**config.mk**
```make
export PLATFORM = sky130hd
export DESIGN_NAME = uart_tx_ctrl
export DESIGN_NICKNAME = d
export VERILOG_FILES = /design/src/rtl/uart_tx_ctrl.sv
export SDC_FILE = /design/constraint.sdc
export NUM_CORES = 1
export LEC_CHECK = 0
export ABC_CLOCK_PERIOD_IN_PS = 4390
export BUFFER_PORTS_ARGS = -buffer_cell sky130_fd_sc_hd__buf_2
export CAP_MARGIN = 20
export CELL_PAD_IN_SITES_DETAIL_PLACEMENT = 0
export CELL_PAD_IN_SITES_GLOBAL_PLACEMENT = 1
export CORE_MARGIN = 5
export CORE_UTILIZATION = 35
export CTS_BUF_LIST = sky130_fd_sc_hd__clkbuf_16
export CTS_CLUSTER_DIAMETER = 80
export DETAILED_ROUTE_END_ITERATION = 10
export PLACE_DENSITY = 0.76
export SLEW_MARGIN = 10
export SYNTH_ARGS = -nofsm -noshare
export SYNTH_HDL_FRONTEND = slang
export SYNTH_SLANG_ARGS = --single-unit
```
**constraint.sdc**
```tcl
create_clock -name clk -period 4.39 [get_ports clk]
set_input_delay 0.6585 -clock clk [delete_from_list [all_inputs] [get_ports clk]]
set_output_delay 0.6585 -clock clk [all_outputs]
set_load 0.05 [all_outputs]
```
**src/rtl/uart_tx_ctrl.sv**
```systemverilog
// uart_tx_ctrl -- UART serial transmit controller.
//
// Accepts a parallel word over a valid/ready handshake and sends it on tx_out
// as a frame: a start bit (0), then data_size data bits LSB first, then one
// stop bit (1). Bit timing comes from bit_period, a count of clock cycles per
// bit. bit_period, data_size and tx_data are all captured when a word is
// accepted.
//
// Optional feature: define UART_TX_PARITY_EN to insert an even-parity bit
// between the last data bit and the stop bit.
//
// Ports:
//   clk        in   system clock, rising edge
//   n_rst      in   synchronous active-low reset
//   bit_period in   [CNT_W]  cycles per bit (0 is treated as 1)
//   data_size  in   [4]      data bits per frame (clamped to 1..DATA_W)
//   tx_data    in   [DATA_W] word to transmit
//   tx_valid   in   host has a word ready
//   tx_ready   out  block accepts a word this cycle (state is IDLE)
//   tx_out     out  serial line, idle high
//   tx_busy    out  frame in progress
//   tx_done    out  one-cycle pulse on the first IDLE cycle after a frame
module uart_tx_ctrl #(
  parameter int unsigned DATA_W = 8,
  parameter int unsigned CNT_W  = 14
) (
  input  logic              clk,
  input  logic              n_rst,
  input  logic [CNT_W-1:0]  bit_period,
  input  logic [3:0]        data_size,
  input  logic [DATA_W-1:0] tx_data,
  input  logic              tx_valid,
  output logic              tx_ready,
  output logic              tx_out,
  output logic              tx_busy,
  output logic              tx_done
);

  typedef enum logic [2:0] {
    IDLE,
    START,
    DATA,
`ifdef UART_TX_PARITY_EN
    PARITY,
`endif
    STOP
  } state_t;

  state_t              state_q, state_d;
  logic [DATA_W-1:0]   shift_q;
  logic [CNT_W-1:0]    period_q;
  logic [CNT_W-1:0]    cnt_q;
  logic [3:0]          nbits_q;
  logic [3:0]          bit_idx_q;
  logic                done_q;

  logic                accept;
  logic                bit_end;
  logic                last_bit;
  logic [CNT_W-1:0]    period_eff;
  logic [3:0]          size_eff;

`ifdef UART_TX_PARITY_EN
  logic                parity_q;
  logic                parity_eff;
`endif

  // Effective configuration captured at accept time.
  always_comb begin
    period_eff = (bit_period == '0) ? CNT_W'(1) : bit_period;
    if (data_size == '0)
      size_eff = 4'd1;
    else if (32'(data_size) > DATA_W)
      size_eff = 4'(DATA_W);
    else
      size_eff = data_size;
  end

`ifdef UART_TX_PARITY_EN
  // Even parity over only the bits that will actually be sent.
  always_comb begin
    parity_eff = 1'b0;
    for (int unsigned i = 0; i < DATA_W; i++) begin
      if (i < 32'(size_eff))
        parity_eff = parity_eff ^ tx_data[i];
    end
  end
`endif

  assign accept   = tx_valid && (state_q == IDLE);
  assign bit_end  = (cnt_q == period_q);
  assign last_bit = (bit_idx_q == nbits_q - 4'd1);

  // Next-state and line output.
  always_comb begin
    state_d = state_q;
    tx_out  = 1'b1;
    unique case (state_q)
      IDLE: begin
        if (tx_valid) state_d = START;
      end
      START: begin
        tx_out = 1'b0;
        if (bit_end) state_d = DATA;
      end
      DATA: begin
        tx_out = shift_q[0];
        if (bit_end && last_bit) begin
`ifdef UART_TX_PARITY_EN
          state_d = PARITY;
`else
          state_d = STOP;
`endif
        end
      end
`ifdef UART_TX_PARITY_EN
      PARITY: begin
        tx_out = parity_q;
        if (bit_end) state_d = STOP;
      end
`endif
      STOP: begin
        if (bit_end) state_d = IDLE;
      end
      default: state_d = IDLE;
    endcase
  end

  always_ff @(posedge clk) begin
    if (!n_rst) begin
      state_q   <= IDLE;
      shift_q   <= '0;
      period_q  <= '0;
      cnt_q     <= '0;
      nbits_q   <= '0;
      bit_idx_q <= '0;
      done_q    <= 1'b0;
`ifdef UART_TX_PARITY_EN
      parity_q  <= 1'b0;
`endif
    end else begin
      state_q <= state_d;
      done_q  <= (state_q == STOP) && bit_end;
      if (accept) begin
        shift_q   <= tx_data;
        period_q  <= period_eff;
        nbits_q   <= size_eff;
        cnt_q     <= CNT_W'(1);
        bit_idx_q <= '0;
`ifdef UART_TX_PARITY_EN
        parity_q  <= parity_eff;
`endif
      end else if (state_q != IDLE) begin
        // Counter runs 1..period and reloads to 1 at each bit end.
        if (bit_end)
          cnt_q <= CNT_W'(1);
        else
          cnt_q <= cnt_q + CNT_W'(1);
        if (bit_end && (state_q == DATA)) begin
          shift_q   <= shift_q >> 1;
          bit_idx_q <= bit_idx_q + 4'd1;
        end
      end
    end
  end

  assign tx_ready = (state_q == IDLE);
  assign tx_busy  = (state_q != IDLE);
  assign tx_done  = done_q;

endmodule

```
[Word level (Yosys, flattened, before mapping)]
Cells that the tools add are included.
Storage, ports and cells
  register bits after elaboration: 48
  input port bits: 29
  output and inout port bits: 4
  logic and storage cells: 51
Cells by class
  $add $sub $neg: 3
  order comparisons: 1
  equality and inequality tests: 9
  multiplexer cells: 15
  bitwise logic cells: 1
  reductions and logical operators: 14
Operators with widths (number)
  2-to-1 mux 14 bit: 2
  2-to-1 mux 8 bit: 3
  adder 14 x 1 -> 14 bit, second input constant: 1
  == test 14 bit: 1
  zero test 14 bit: 1
  2-to-1 mux 3 bit: 4
  one-hot mux 3 bit (4 select lines): 1
  2-to-1 mux 4 bit: 2
  != test 2 bit, second input constant: 4
  == test 3 x 2 -> 1 bit, second input constant: 2
  adder 4 x 1 -> 4 bit, second input constant: 1
  == test 4 bit: 1
  greater-than comparator 4 bit, second input constant: 1
  logical AND 1 bit: 4
  zero test 4 bit: 1
  AND reduction 2 bit: 2
  AND reduction 4 bit: 1
  nonzero test 2 bit: 2
  subtractor 4 x 1 -> 4 bit, second input constant: 1
  == test 3 x 1 -> 1 bit, second input constant: 1
  zero test 3 bit: 1
  nonzero test 3 bit: 1
  2-to-1 mux 1 bit: 2
  one-hot mux 1 bit (2 select lines): 1
  2 further kinds: 2

[Longest topological paths before layout]
Gate-level depths: netlist (run 1).
  depth in word-level cells: 5
  depth in mapped cells: 9
  depth with buffers taken out: 7

[Worst setup path after synthesis (run 1)]
OpenSTA, ideal clock, no wires.
  path kind: register to register
  start: reg state_q[0]
  end: reg cnt_q[10]
  library setup time: 0.117 ns
  arrival time: 2.285 ns
  required time: 4.273 ns
  path slack: 1.988 ns
  cell stages (with the launch flop): 10
  buffers on the path: 2
  clock period less this slack: 2.402 ns
  cell sequence: dfxtp_1 > inv_1 > ha_1 > buf_2 > inv_1 > nor2_2 > nor2_2 > o21ai_1 > buf_2 > nor2_1
On the way
  cells in the longest elaborated chain, start to end: 3
  elaborated cells between the ends (all ways): 4
  those cells by class: 4 x reduce/logical
Ends and longest elaborated chain
  start, declared: RTL line 49  | state_t state_q, state_d;
  start signal, assigned: RTL line 142  | state_q <= state_d;
  zero test 3 bit
  named net tx_ready: RTL line 33  | output logic tx_ready,
  logical AND 1 bit: RTL line 90  | assign accept = tx_valid && (state_q == IDLE);
  OR reduction 2 bit (no line)
  end signal, assigned: RTL line 158  | cnt_q <= cnt_q + CNT_W'(1);
  end, declared: RTL line 52  | logic [CNT_W-1:0] cnt_q;
The timed path passes the listed nets, and every way through them passes these cells.
A chain may end at the register's enable or synchronous reset.

[Worst setup path in the final report (run 1)]
  start: reg state_q[0]
  end: reg cnt_q[8]
On the way
  cells in the longest elaborated chain, start to end: 3
  elaborated cells between the ends (all ways): 4
  those cells by class: 4 x reduce/logical
Ends and longest elaborated chain (RTL line)
  zero test 3 bit: 90
  logical AND 1 bit: 90
  OR reduction 2 bit (no line)
Several ways; a longest one is shown, not always the timed one.

==> impl_metrics.py, run 1 <==
metrics = {
    "pwr": {
        "ir_worst_vdd_uv": 230,
        "p_leak_nw": 1.09,
        "clkPwrFrac": 0.266,
        "switchingPower_mw": 0.497,
        "comb_power_share": 0.334,
        "power_density_nw_per_um2": 532,
        "seqPwrFrac": 0.401,
        "p_int_mw": 0.862,
        "netSwitchingFraction": 0.366,
    },
    "critical_path": {
        "cp_slowest_cell": "o21ai_1",
        "r2r_cells": 7,
        "path_max_fanout": 13,
        "path_cells": "inv_1, ha_1, inv_1, nor2_2, nor2_2, o21ai_1, nor2_1",
        "worst_ep_required_time_ns": 4.52,
        "timing.rr.end": "cnt_q[8]",
        "end_kind": "flop",
        "r2r-start": "state_q[0]",
        "path_class": "reg2reg",
        "worstPathArrival_ns": 2.46,
        "max_stage_delay_ns": 0.53,
        "r2r_slack_ns": 2.07,
        "start_kind": "flop",
    },
    "yosys": {
        "synthArstFlopShare": 0,
        "ys_seq_area_frac": 0.428,
        "yosysTopAreaCell": "dfxtp_1",
        "synthTopCellsByArea": "dfxtp_1, xor2_1, mux2i_1",
        "netlist_area_um2": 2200,
        "synth.distinct_cells": 34,
        "synth_cells": 245,
        "ys_seq_elements": 47,
        "synth_top_area_share": 0.428,
        "syn_nets": 281,
        "synth_flop_cell": "dfxtp_1",
        "synth_edf_count": 0,
        "synth_warnings": 0,
        "avgSynthCellArea_um2": 8.97,
    },
    "grt": {
        "overflow": 0,
        "grt_max_degree": 29,
        "grt_antenna_before_repair": 0,
        "grt_pass1_wl_um": 7940,
        "track_usage": 0.129,
        "grt_pass1_vias": 1664,
    },
    "placement": {
        "dp_slack_ns": 2.02,
        "place_hpwl_um": 3690,
        "place.gp.congestion": 0.757,
        "port_buffers": 32,
    },
    "finish": {
        "diodes": 0,
        "fillers": 618,
        "final_nets": 312,
        "area_growth_pct": 16.3,
        "final_layout_size_suffix_gt1_frac": 0.162,
    },
    "timing": {
        "finalSetupTns_ns": 0,
        "worst_slew_pin_slew_ns": 0.920,
        "period_minus_slack_ns": 2.32,
        "finalCritPeriodShare": 0.530,
        "finalHoldViolCount": 0,
        "max_slew_margin": 0.383,
        "rsz0062_at_grt": "no",
        "worst_slack_ns": 2.07,
        "finalClockSkew_ns": 0.00253,
        "maxClockFrequency_mhz": 430,
        "maxSlewViolCount": 0,
        "setup_violations": 0,
    },
    "cts": {
        "cts.sinks": 47,
        "worstSkewPairLatency_ns": 0.28,
        "ctsHtreeMaxLevel": 2,
        "post_cts_resized": 0,
        "cts-hold-fix-buffers": 0,
        "cts_tree": "yes",
        "cts_made_buffers": 5,
        "cts.path.max_buffers": 2,
        "cts_setup_buffers": 0,
        "clkTransAtPathRegs_ns": 0.06,
        "clockRootBuffer": "clkbuf_16",
    },
    "job": {
        "timing.max_cap.violations": 0,
    },
    "floorplan": {
        "start_util": 0.365,
        "ios": 33,
        "die_w_um": 89.3,
        "rows": 28,
        "core_area_um2": 6030,
        "fp.dieH_um": 89.3,
        "design.die.area_um2": 7970,
    },
    "route": {
        "drc": 0,
        "drtIter0Drc": 81,
        "drt-wirelength-per-cell_um": 13.8,
        "vias": 1759,
        "ant_nets": 0,
        "wl_um": 4870,
        "firstDrtPassIters": 4,
        "viasPerCell": 5.00,
    },
    "run_status": {
        "status": "finished, final reports clean",
    },
    "hold_path": {
        "hp-class": "reg2reg",
        "hold_depth": 2,
        "hold_path_end": "nbits_q[3]",
        "worstHoldStart": "nbits_q[3]",
    },
}
==> Yosys cell counts, drive strengths merged, types with 2 or more instances <==
library cell	count
dfxtp	47
nor2	31
nand2	25
xor2	24
a21oi	19
mux2i	11
o21ai	11
inv	9
xnor2	9
a22o	8
ha	7
nor4	7
and3	4
buf	4
clkbuf	4
nand3	4
nand4	4
or3	3
nor3	2
nor3b	2
==> registers in the layout, indices dropped and copies added, names as in the netlist <==
signal and cells:
nbits_q 4, tx_done 1, shift_q 8, cnt_q 14, bit_idx_q 4, period_q 14, state_q 2
==> power by group through the flow <==
| stage | registers [mW] | logic, mW | clock network [mW] |
|---|---|---|---|
| final | 0.545 | 0.453 | 0.361 |
| after detailed placement | 0.553 | 0.458 | 0 |
| after CTS | 0.544 | 0.461 | 0.371 |
| after floorplan | 0.539 | 0.368 | 0 |
| after global routing | 0.553 | 0.505 | 0.389 |
| after global placement | 0.552 | 0.456 | 0 |
==> routing by layer <==
layer	up-vias	track usage	wire (µm)
met5	-	0	0
met3	2	0.0313	230
met4	0	0.0284	27
li1	914	-	-
met1	813	0.188	2560
met2	30	0.193	2050
==> through the flow <==
step	instance area (µm²)	util	total power [mW]	cells	hold slack, ns
after floorplan	2200	-	0.907	245	0.448
after global placement	2410	0.401	1.01	344	0.457
after detailed placement	2410	0.401	1.01	344	0.466
after CTS	2560	0.424	1.38	352	0.475
after global routing	2560	0.424	1.45	352	0.496
final	2560	0.424	1.36	352	0.472
==> worst max-delay path by stage <==
stage	start	end	slack [ns]	depth (start not counted)
floorplan	state_q[0]	cnt_q[10]	1.99	9
global placement	state_q[0]	cnt_q[2]	2.10	7
detailed placement	state_q[0]	cnt_q[12]	2.02	7
CTS	state_q[0]	cnt_q[8]	2.01	7
global route	state_q[0]	cnt_q[3]	1.78	7
finish	state_q[0]	cnt_q[8]	2.07	7
==> layout make-up <==
cell class	count	area [µm²]	area share
multi-input cells	181	1190	0.464
flip-flops and latches	47	941	0.368
repair buffers	32	160	0.0627
clock buffers	5	125	0.0489
well taps	75	93.8	0.0367
inverters	9	33.8	0.0132
clock inverters	3	16.3	0.00636
==> worst max-delay path: cells and delay by family, from the launching register on <==
family	cells	cell delay, ns
adders and majority gates	1	0.37
DFF	1	0.34
and+or+nand+nor	3	0.66
AOI/OAI and AO/OA	1	0.53
buffers and inverters	2	0.27
==> cell usage in the layout, fill, tap and decap left out, drive strengths merged <==
| master | netlist | routed |
|---|---|---|
| a211o | 1 | 1 |
| a21oi | 19 | 19 |
| a221o | 1 | 1 |
| a22o | 8 | 8 |
| a2bb2oi | 1 | 1 |
| a311oi | 1 | 1 |
| a41oi | 1 | 1 |
| and3 | 4 | 4 |
| and4 | 1 | 1 |
| buf | 4 | 32 |
| clkbuf | 4 | 5 |
| clkinv | 0 | 1 |
| clkinvlp | 0 | 1 |
| dfxtp | 47 | 47 |
| ha | 7 | 7 |
| inv | 9 | 10 |
| mux2i | 11 | 11 |
| nand2 | 25 | 25 |
| nand3 | 4 | 4 |
| nand3b | 1 | 1 |
| nand4 | 4 | 4 |
| nand4b | 1 | 1 |
| nor2 | 31 | 31 |
| nor2b | 1 | 1 |
| nor3 | 2 | 2 |
| nor3b | 2 | 2 |
| nor4 | 7 | 7 |
| o21ai | 11 | 11 |
| o221a | 1 | 1 |
| or3 | 3 | 3 |
| xnor2 | 9 | 9 |
| xor2 | 24 | 24 |
==> cell families (layout without fill, tap and decap cells) <==
family | count (synthesis) | in the layout | synth area share
and+or+nand+nor | 86 | 86 | 0.192
buffers and inverters | 17 | 49 | 0.0324
xor gates and xnor gates | 33 | 33 | 0.131
adders and majority gates | 7 | 7 | 0.0398
AOI/OAI and AO/OA | 44 | 44 | 0.126
muxes | 11 | 11 | 0.0501
DFF | 47 | 47 | 0.428
No activity file was read; power rests on OpenSTA's default activity.
==> run 2: changes to the inputs <==
--- a/config.mk
+++ b/config.mk
@@ -5,7 +5,7 @@
 export SDC_FILE = /design/constraint.sdc
 export NUM_CORES = 1
 export LEC_CHECK = 0
-export ABC_CLOCK_PERIOD_IN_PS = 4390
+export ABC_CLOCK_PERIOD_IN_PS = 2100
 export BUFFER_PORTS_ARGS = -buffer_cell sky130_fd_sc_hd__buf_2
 export CAP_MARGIN = 20
 export CELL_PAD_IN_SITES_DETAIL_PLACEMENT = 0
@@ -15,7 +15,7 @@
 export CTS_BUF_LIST = sky130_fd_sc_hd__clkbuf_16
 export CTS_CLUSTER_DIAMETER = 80
 export DETAILED_ROUTE_END_ITERATION = 10
-export PLACE_DENSITY = 0.76
+export PLACE_DENSITY = 0.78
 export SLEW_MARGIN = 10
 export SYNTH_ARGS = -nofsm -noshare
 export SYNTH_HDL_FRONTEND = slang
==> constraint.sdc (replaced) <==
create_clock -name clk -period 2.1 [get_ports clk]
set_input_delay 0.315 -clock clk [delete_from_list [all_inputs] [get_ports clk]]
set_output_delay 0.315 -clock clk [all_outputs]
set_load 0.05 [all_outputs]
==> impl_metrics.py, run 2 (synthesized netlist as in run 1, its figures left out) <==
metrics = {
    "hold_path": {
        "hold_path_end": "period_q[4]",
        "hold_depth": 2,
        "worstHoldStart": "bit_period[4]",
        "hp-class": "in2reg",
    },
    "critical_path": {
        "path_class": "reg2out",
        "path_max_fanout": 5,
        "start_kind": "flop",
        "end_kind": "output port",
        "worstPathArrival_ns": 1.63,
        "timing.rr.end": "bit_idx_q[3]",
        "r2r_cells": 7,
        "r2r-start": "state_q[0]",
        "r2r_slack_ns": 0.22,
        "worst_ep_required_time_ns": 1.78,
    },
    "timing": {
        "rsz0062_at_grt": "no",
        "finalCritPeriodShare": 0.927,
        "finalClockSkew_ns": 0.00621,
        "finalHoldViolCount": 0,
        "setup_violations": 0,
        "max_slew_margin": 0.679,
        "maxClockFrequency_mhz": 514,
        "worst_slew_pin_slew_ns": 0.477,
        "maxSlewViolCount": 0,
        "period_minus_slack_ns": 1.95,
        "finalSetupTns_ns": 0,
    },
    "run_status": {
        "status": "finished, final reports clean",
    },
    "route": {
        "viasPerCell": 4.94,
        "wl_um": 4950,
        "drc": 0,
        "drtIter0Drc": 70,
        "vias": 1790,
        "ant_nets": 0,
        "firstDrtPassIters": 4,
        "met3RoutedLength_um": 215,
        "wl_met2_um": 2160,
        "wl_met1_um": 2490,
        "dr.max_layer_used": "met4",
        "drt-wirelength-per-cell_um": 13.7,
    },
    "finish": {
        "final_cell_area_um2": 2710,
        "area_growth_pct": 23.4,
        "final_nets": 322,
        "final_layout_size_suffix_gt1_frac": 0.206,
        "fillers": 621,
        "diodes": 0,
        "layout_commonest_cell": "dfxtp_1",
        "largestRegisters": "cnt_q (14), period_q (14), shift_q (8)",
        "final_cell_mix": "dfxtp_1, buf_2, nor2_1, nand2_1, xor2_1",
    },
    "floorplan": {
        "design.die.area_um2": 7970,
        "start_util": 0.365,
        "core_area_um2": 6030,
        "fp.dieH_um": 89.3,
        "ios": 33,
        "die_w_um": 89.3,
        "rows": 28,
    },
    "cts": {
        "cts.sinks": 47,
        "worstSkewPairLatency_ns": 0.29,
        "clockRootBuffer": "clkbuf_16",
        "cts_tree": "yes",
        "ctsHtreeMaxLevel": 2,
        "clkTransAtPathRegs_ns": 0.07,
        "cts-hold-fix-buffers": 0,
        "cts_made_buffers": 5,
        "cts.path.max_buffers": 2,
    },
    "job": {
        "timing.max_cap.violations": 0,
    },
    "placement": {
        "place.gp.congestion": 0.806,
        "port_buffers": 32,
        "place_hpwl_um": 3730,
        "post_dp_cell_area_um2": 2510,
    },
    "grt": {
        "track_usage": 0.138,
        "grt_pass1_wl_um": 8310,
        "grt_max_degree": 29,
        "grt_antenna_before_repair": 0,
        "overflow": 0,
        "grt_pass1_vias": 1724,
    },
    "pwr": {
        "finalPower_mw": 3.24,
        "switchingPower_mw": 1.11,
        "p_int_mw": 2.13,
        "ir_worst_vdd_uv": 622,
        "clkPwrFrac": 0.321,
        "comb_power_share": 0.330,
        "netSwitchingFraction": 0.343,
        "power_density_nw_per_um2": 1190,
        "p_leak_nw": 1.16,
        "seqPwrFrac": 0.350,
    },
}
run 2: area by class of cell:
| cell class | instances | area, µm² | area share |
|---|---|---|---|
| Timing Repair Buffer | 42 | 235 | 0.0867 |
| Sequential cell | 47 | 941 | 0.347 |
| Clock buffer | 5 | 125 | 0.0461 |
| Inverter | 9 | 37.5 | 0.0138 |
| Clock inverter | 3 | 71.3 | 0.0263 |
| Tap cell | 75 | 93.8 | 0.0346 |
| Multi-Input combinational cell | 181 | 1210 | 0.446 |
run 2: worst max-delay path by stage:
stage          startpoint           end  slack [ns]  cells past startpoint
6_report       state_q[0]        tx_out        0.15                      6
5_1_grt        state_q[0]  bit_idx_q[3]        0.04                      7
4_1_cts        state_q[0]        tx_out        0.15                      6
3_5_place_dp   state_q[0]  bit_idx_q[3]        0.19                      7
3_3_place_gp   state_q[1]     cnt_q[11]        0.26                      7
2_1_floorplan  state_q[0]     cnt_q[10]        0.04                      9
run 2: stage by stage:
step                cells   util  hold slack (ns)  worst slack [ns]
finish                362  0.450            0.245             0.154
global route          362  0.450            0.255            0.0385
CTS                   362  0.449            0.245             0.151
detailed placement    354  0.417            0.462             0.191
global placement      354  0.417            0.453             0.260
floorplan             245      -            0.441            0.0414
run 2: what timing repair did:
item / in CTS / in global routing
endpoints found under the setup margin: 0 / 1
gates resized for setup: 0 / 1
buffers inserted: 0 / 0
run 2: per-layer routing:
layer / global-route usage / vias to the layer above
li1: - / 928
met1: 0.191 / 821
met2: 0.209 / 35
met3: 0.0286 / 6
met4: 0.0568 / 0
met5: 0 / -
run 2: power by group through the flow:
stage | Combinational (mW) | Clock [mW] | Sequential, mW
final | 1.07 | 1.04 | 1.13
after global routing | 1.20 | 1.10 | 1.15
after CTS | 1.08 | 1.07 | 1.13
after detailed placement | 1.07 | 0 | 1.15
after global placement | 1.07 | 0 | 1.15
after floorplan | 0.831 | 0 | 1.13
run 2: worst max-delay path: stages, from the launching register on:
cell,delay (ns)
dfxtp_1,0.39
inv_1,0.11
ha_1,0.22
inv_1,0.15
nor2_1,0.06
a21oi_1,0.14
buf_2,0.29
